`src/rtl/reg_dump_ctrl_if.sv`:
```
// rtl/reg_dump_ctrl_if.sv - register-file read port plus indexed output stream
// between the dump controller (master) and the reg file / trace sink (slave).
interface reg_dump_ctrl_if #(
  parameter int DATA_W = 32,
  parameter int ADDR_W = 5
);
  logic [ADDR_W-1:0] rf_read_reg;
  logic [DATA_W-1:0] rf_read_data;
  logic              out_valid;
  logic              out_ready;
  logic [DATA_W-1:0] out_data;
  logic [ADDR_W-1:0] out_index;
  logic              out_last;

  modport master (
    output rf_read_reg,
    input  rf_read_data,
    output out_valid,
    input  out_ready,
    output out_data,
    output out_index,
    output out_last
  );

  modport slave (
    input  rf_read_reg,
    output rf_read_data,
    input  out_valid,
    output out_ready,
    input  out_data,
    input  out_index,
    input  out_last
  );
endinterface

```
`src/rtl/reg_dump_ctrl.sv`:
```
// rtl/reg_dump_ctrl.sv - walks a register range through the 1-cycle-latency reg file
// read port and streams each value with its index, ending with a done pulse.
module reg_dump_ctrl #(
  parameter int DATA_W  = 32,
  parameter int ADDR_W  = 5,
  parameter int ZERO_R0 = 1
) (
  input  logic              clk,
  input  logic              rst,
  input  logic              start,
  input  logic [ADDR_W-1:0] first_reg,
  input  logic [ADDR_W-1:0] last_reg,
  input  logic              abort,
  reg_dump_ctrl_if.master   bus,
  output logic              busy,
  output logic              done,
  output logic              err
);

  typedef enum logic [2:0] {
    IDLE    = 3'd0,
    ISSUE   = 3'd1,
    WAIT    = 3'd2,
    PRESENT = 3'd3,
    DONE    = 3'd4
  } state_t;

  state_t            state_q, state_d;
  logic [ADDR_W-1:0] idx_q, idx_d;
  logic [ADDR_W-1:0] last_q, last_d;
  logic              out_valid_q, out_valid_d;
  logic [DATA_W-1:0] out_data_q, out_data_d;
  logic [ADDR_W-1:0] out_index_q, out_index_d;
  logic              out_last_q, out_last_d;
  logic              err_q, err_d;

  always_ff @(posedge clk) begin
    if (rst) begin
      state_q     <= IDLE;
      idx_q       <= '0;
      last_q      <= '0;
      out_valid_q <= 1'b0;
      out_data_q  <= '0;
      out_index_q <= '0;
      out_last_q  <= 1'b0;
      err_q       <= 1'b0;
    end else begin
      state_q     <= state_d;
      idx_q       <= idx_d;
      last_q      <= last_d;
      out_valid_q <= out_valid_d;
      out_data_q  <= out_data_d;
      out_index_q <= out_index_d;
      out_last_q  <= out_last_d;
      err_q       <= err_d;
    end
  end

  always_comb begin
    state_d     = state_q;
    idx_d       = idx_q;
    last_d      = last_q;
    out_valid_d = out_valid_q;
    out_data_d  = out_data_q;
    out_index_d = out_index_q;
    out_last_d  = out_last_q;
    err_d       = 1'b0;

    case (state_q)
      IDLE: begin
        if (start) begin
          if (first_reg <= last_reg) begin
            idx_d   = first_reg;
            last_d  = last_reg;
            state_d = ISSUE;
          end else begin
            err_d = 1'b1;
          end
        end
      end
      ISSUE: state_d = WAIT;
      WAIT: begin
        // Reg file registered idx at the ISSUE edge, so its data is valid now.
        out_data_d  = ((ZERO_R0 != 0) && (idx_q == '0)) ? '0 : bus.rf_read_data;
        out_index_d = idx_q;
        out_last_d  = (idx_q == last_q);
        out_valid_d = 1'b1;
        state_d     = PRESENT;
      end
      PRESENT: begin
        if (bus.out_ready) begin
          out_valid_d = 1'b0;
          // Testing before incrementing keeps idx from wrapping when last is the top index.
          if (idx_q == last_q) begin
            state_d = DONE;
          end else begin
            idx_d   = idx_q + 1'b1;
            state_d = ISSUE;
          end
        end
      end
      DONE:    state_d = IDLE;
      default: state_d = IDLE;
    endcase

    if (abort && (state_q != IDLE)) begin
      state_d     = IDLE;
      out_valid_d = 1'b0;
    end
  end

  assign bus.rf_read_reg = idx_q;
  assign bus.out_valid   = out_valid_q;
  assign bus.out_data    = out_data_q;
  assign bus.out_index   = out_index_q;
  assign bus.out_last    = out_last_q;
  assign busy            = (state_q != IDLE);
  assign done            = (state_q == DONE);
  assign err             = err_q;

endmodule

```
`src/flat_wrapper.sv`:
```
// flat-port wrapper written by rule: the top's interface ports become plain ports
module reg_dump_ctrl_flat 
#(
  parameter int DATA_W  = 32,
  parameter int ADDR_W  = 5,
  parameter int ZERO_R0 = 1
)
  (clk, rst, start, first_reg, last_reg, abort, busy, done, err, bus_rf_read_reg, bus_rf_read_data, bus_out_valid, bus_out_ready, bus_out_data, bus_out_index, bus_out_last);
  reg_dump_ctrl_if #(.DATA_W(DATA_W), .ADDR_W(ADDR_W)) bus_i ();
  input  logic clk;
  input  logic rst;
  input  logic start;
  input  logic [ADDR_W-1:0] first_reg;
  input  logic [ADDR_W-1:0] last_reg;
  input  logic abort;
  output logic busy;
  output logic done;
  output logic err;
  output wire logic [$bits(bus_i.rf_read_reg)-1:0] bus_rf_read_reg;
  input wire logic [$bits(bus_i.rf_read_data)-1:0] bus_rf_read_data;
  output wire logic [$bits(bus_i.out_valid)-1:0] bus_out_valid;
  input wire logic [$bits(bus_i.out_ready)-1:0] bus_out_ready;
  output wire logic [$bits(bus_i.out_data)-1:0] bus_out_data;
  output wire logic [$bits(bus_i.out_index)-1:0] bus_out_index;
  output wire logic [$bits(bus_i.out_last)-1:0] bus_out_last;
  assign bus_rf_read_reg = bus_i.rf_read_reg;
  assign bus_i.rf_read_data = bus_rf_read_data;
  assign bus_out_valid = bus_i.out_valid;
  assign bus_i.out_ready = bus_out_ready;
  assign bus_out_data = bus_i.out_data;
  assign bus_out_index = bus_i.out_index;
  assign bus_out_last = bus_i.out_last;
  reg_dump_ctrl #(.DATA_W(DATA_W), .ADDR_W(ADDR_W), .ZERO_R0(ZERO_R0)) u_core (.clk(clk), .rst(rst), .start(start), .first_reg(first_reg), .last_reg(last_reg), .abort(abort), .bus(bus_i), .busy(busy), .done(done), .err(err));
endmodule
```
`config.mk`:
```
export PLATFORM = sky130hd
export DESIGN_NAME = reg_dump_ctrl_flat
export DESIGN_NICKNAME = d
export VERILOG_FILES = /design/src/rtl/reg_dump_ctrl_if.sv /design/src/rtl/reg_dump_ctrl.sv /design/src/flat_wrapper.sv
export SDC_FILE = /design/constraint.sdc
export NUM_CORES = 1
export LEC_CHECK = 0
export CAP_MARGIN = 20
export CORE_AREA = 2 2 99 101
export CTS_CLUSTER_SIZE = 25
export DETAILED_ROUTE_END_ITERATION = 16
export DIE_AREA = 0 0 101 103
export GPL_TIMING_DRIVEN = 0
export REMOVE_ABC_BUFFERS = 1
export SYNTH_ARGS = -nofsm -noshare
export SYNTH_HDL_FRONTEND = slang
export SYNTH_SLANG_ARGS = --single-unit
```
`constraint.sdc`:
```
create_clock -name clk -period 3.15 [get_ports clk]
set_clock_uncertainty 0.05 [all_clocks]
set_input_delay 0.63 -clock clk [delete_from_list [all_inputs] [get_ports clk]]
set_output_delay 0.63 -clock clk [all_outputs]
set_load 0.005 [all_outputs]
```
==> flow_summary.ini <==
[drt]
wirelength_um = 6540
final_antenna_net_count = 0
dr.pass1.iters = 4
vias_per_cell = 4.77
drc_errors = 0
drt_iter0_markers = 108
num_vias = 2154
wl_per_cell_um = 14.5

[global_route]
grt_max_degree = 48
grt_usage_pct = 12.2
grt_pass1_vias = 1983
overflow = 0
antenna_found_initial = 0
grt_pass1_wl_um = 10100

[floorplanning]
die_w_um = 101
rows = 36
io_pins = 94
core_mm2 = 0.00946
initial_core_util_pct = 24.2
chipHeight_um = 103
die_area_mm2 = 0.0104

[synthesis]
postSynth.asyncResetShare_pct = 0
netlist_top_cells_area = dfxtp_1 (46%), a22oi_1 (10%), nor2_1 (5.9%)
synthesis.area_mm2 = 0.00229
synth.most_common_cell = dfxtp_1
ys.flop_type = dfxtp_1
synth-adder-area-share_pct = 3.83
synth-warning-count = 0
synth-edff-count = 0
synthDistinctLibCells = 42
syn_area_per_cell_um2 = 9.08
synth_top_area_share_pct = 46.4
synth_top_family_by_area = compound AO/OA/AOI/OAI gates
yosysTopAreaCell = dfxtp_1
synth_xor_xnor_area_share_pct = 1.91
synth-compound-area-share_pct = 24.5
synthSimpleGateAreaFrac_pct = 17.8
yosys_register_bits = 53
synth_cells = 252
synth_common_cells = dfxtp_1 (53), nor2_1 (36), a22oi_1 (32)
ys_seq_area_share_pct = 46.4
synth_mux_area_share_pct = 0.656

[clocking]
cts_max_path_buffers = 2
cts_root_buf = clkbuf_8
clock_sinks = 53
cts_resized = 0
insertion_delay_ns = 0.30
tritoncts = built
cts_hold_buf = 0
cts_buffers = 5
clk_pin_slew_ns = 0.10
postCtsSetupRepairBufs = 0
htree_levels = 2

[worst_setup_path]
end_kind = register
r2r-end = u_core.bus.out_data[2]$_SDFFE_PP0P_
critPathMaxStageDelay_ns = 0.63
r2r_slack_ns = 0.32
worstSetupStartpoint = u_core.state_q[1]$_SDFFE_PP0P_
crit_arrival_ns = 3.02
setup.worst_path.end = u_core.bus.out_data[2]$_SDFFE_PP0P_
ff2ff_path_depth = 6
startpoint_type = register
worstPathMaxFanout = 39
path_class = reg2reg
worstPathRequired_ns = 3.34
r2r_start = u_core.state_q[1]$_SDFFE_PP0P_
cp_slowest_cell = nor2_2
path_cells = nor2b_1 -> nand2b_2 -> nor2_2 -> buf_8 -> a22oi_1 -> nor2_1

[hold_path]
hp-class = reg2reg

[placed_design]
finalWeightedCongestion = 0.808
place_inst = 444
postPlaceCellArea_mm2 = 0.00332
hpwl_um = 4720
io_buffers = 93

[cells_and_area]
antenna_cells = 0
syn_to_final_growth_pct = 49.1
largest_reg_flops = 32
final_cells = 452
fillers = 1013
final_core_util_pct = 36.1
drive_gt1_share_pct = 7.69
design_area_mm2 = 0.00341
finalNetCount = 391

[power_and_ir_drop]
p_leak_nw = 1.19
p_per_area_mw_per_mm2 = 408
ir_drop_v = 0.000168

[sta]
finalCriticalPeriod_ns = 2.83
slew_viol_final = 0
hold_viol = 0
period_share_pct = 89.9
slew-limit-headroom_pct = 44.9
tns_ns = 0
grt_setup_unrepaired = no
whs_ns = 0.410
worst_pin_slew_ns = 0.826
setup_viol = 0
fmax_ghz = 0.353

[run]
max_cap_viol_count = 0

[outcome]
status = finished clean
## placed cells by master (no fill, tap or decap), types with 2 or more instances in the layout
| cell type | netlist | layout |
|---|---|---|
| dfxtp_1 | 53 | 53 |
| nand3_1 | 10 | 10 |
| a21oi_1 | 18 | 18 |
| o22ai_1 | 2 | 2 |
| xor2_1 | 2 | 2 |
| nor2_1 | 36 | 36 |
| clkbuf_8 | 0 | 6 |
| nor3_1 | 3 | 3 |
| o32ai_1 | 5 | 5 |
| a22oi_1 | 32 | 32 |
| xnor2_1 | 3 | 3 |
| a31o_2 | 2 | 2 |
| nor4b_1 | 2 | 2 |
| clkdlybuf4s50_1 | 0 | 92 |
| o21ai_0 | 7 | 7 |
| inv_1 | 9 | 9 |
| nor3b_1 | 2 | 2 |
| nand2_1 | 19 | 19 |
| ha_1 | 7 | 7 |
## report_power, final
part	switching, mW	total (mW)	internal (mW)
logic	0.124	0.268	0.144
clock network	0.225	0.404	0.179
registers	0.0283	0.719	0.690
total	0.378	1.39	1.01
## per-layer routing
metal,routed length [um],global-route usage [%],vias to the layer above
met5,0,0,-
met4,121,3.64,0
met3,307,2.58,9
met2,3240,21.2,64
met1,2870,15.2,1012
li1,-,-,1069
## logic make-up after synthesis
| logic type | Yosys count |
|---|---|
| and+or+nand+nor | 85 |
| muxes | 1 |
| AOI/OAI and AO/OA | 75 |
| xor gates and xnor gates | 5 |
| DFF | 53 |
| adders and majority gates | 7 |
| buffers and inverters | 26 |
## stage by stage
stage	setup WS [ns]	total power [mW]
finish	0.319	1.39
global route	0.0174	1.47
CTS	0.305	1.41
detailed placement	0.305	1.00
global placement	-0.704	0.996
floorplan	0.519	0.859
## layout make-up
cell class	instances	area, um2	share of cell area (%)
Timing Repair Buffer	95	961	28.2
Clock inverter	2	13.8	0.403
Inverter	9	33.8	0.990
Clock buffer	6	82.6	2.42
Multi-Input combinational cell	173	1120	32.7
Tap cell	114	143	4.18
Sequential cell	53	1060	31.1
## worst min path at each step
| stage | from | endpoint | slack, ns | cells past startpoint |
|---|---|---|---|---|
| after floorplan | u_core.bus.out_index[0]$_SDFFE_PP0P_ | u_core.bus.out_index[0]$_SDFFE_PP0P_ | 0.40 | 2 |
| after global placement | u_core.bus.out_index[2]$_SDFFE_PP0P_ | u_core.bus.out_index[2]$_SDFFE_PP0P_ | 0.39 | 2 |
| after detailed placement | u_core.bus.out_index[2]$_SDFFE_PP0P_ | u_core.bus.out_index[2]$_SDFFE_PP0P_ | 0.40 | 2 |
| after CTS | u_core.bus.out_index[2]$_SDFFE_PP0P_ | u_core.bus.out_index[2]$_SDFFE_PP0P_ | 0.41 | 2 |
| after global routing | u_core.bus.out_index[1]$_SDFFE_PP0P_ | u_core.bus.out_index[1]$_SDFFE_PP0P_ | 0.44 | 2 |
| final | u_core.bus.out_index[1]$_SDFFE_PP0P_ | u_core.bus.out_index[1]$_SDFFE_PP0P_ | 0.41 | 2 |
## critical path, delay by kind of cell (launching register included)
kind                   cells  cell delay [ns]
AO/OA/AOI/OAI              1             0.09
AND/OR/NAND/NOR            4             1.94
buffers and inverters      1             0.26
flip-flops                 1             0.41
No activity file was read; power rests on OpenSTA's default activity.
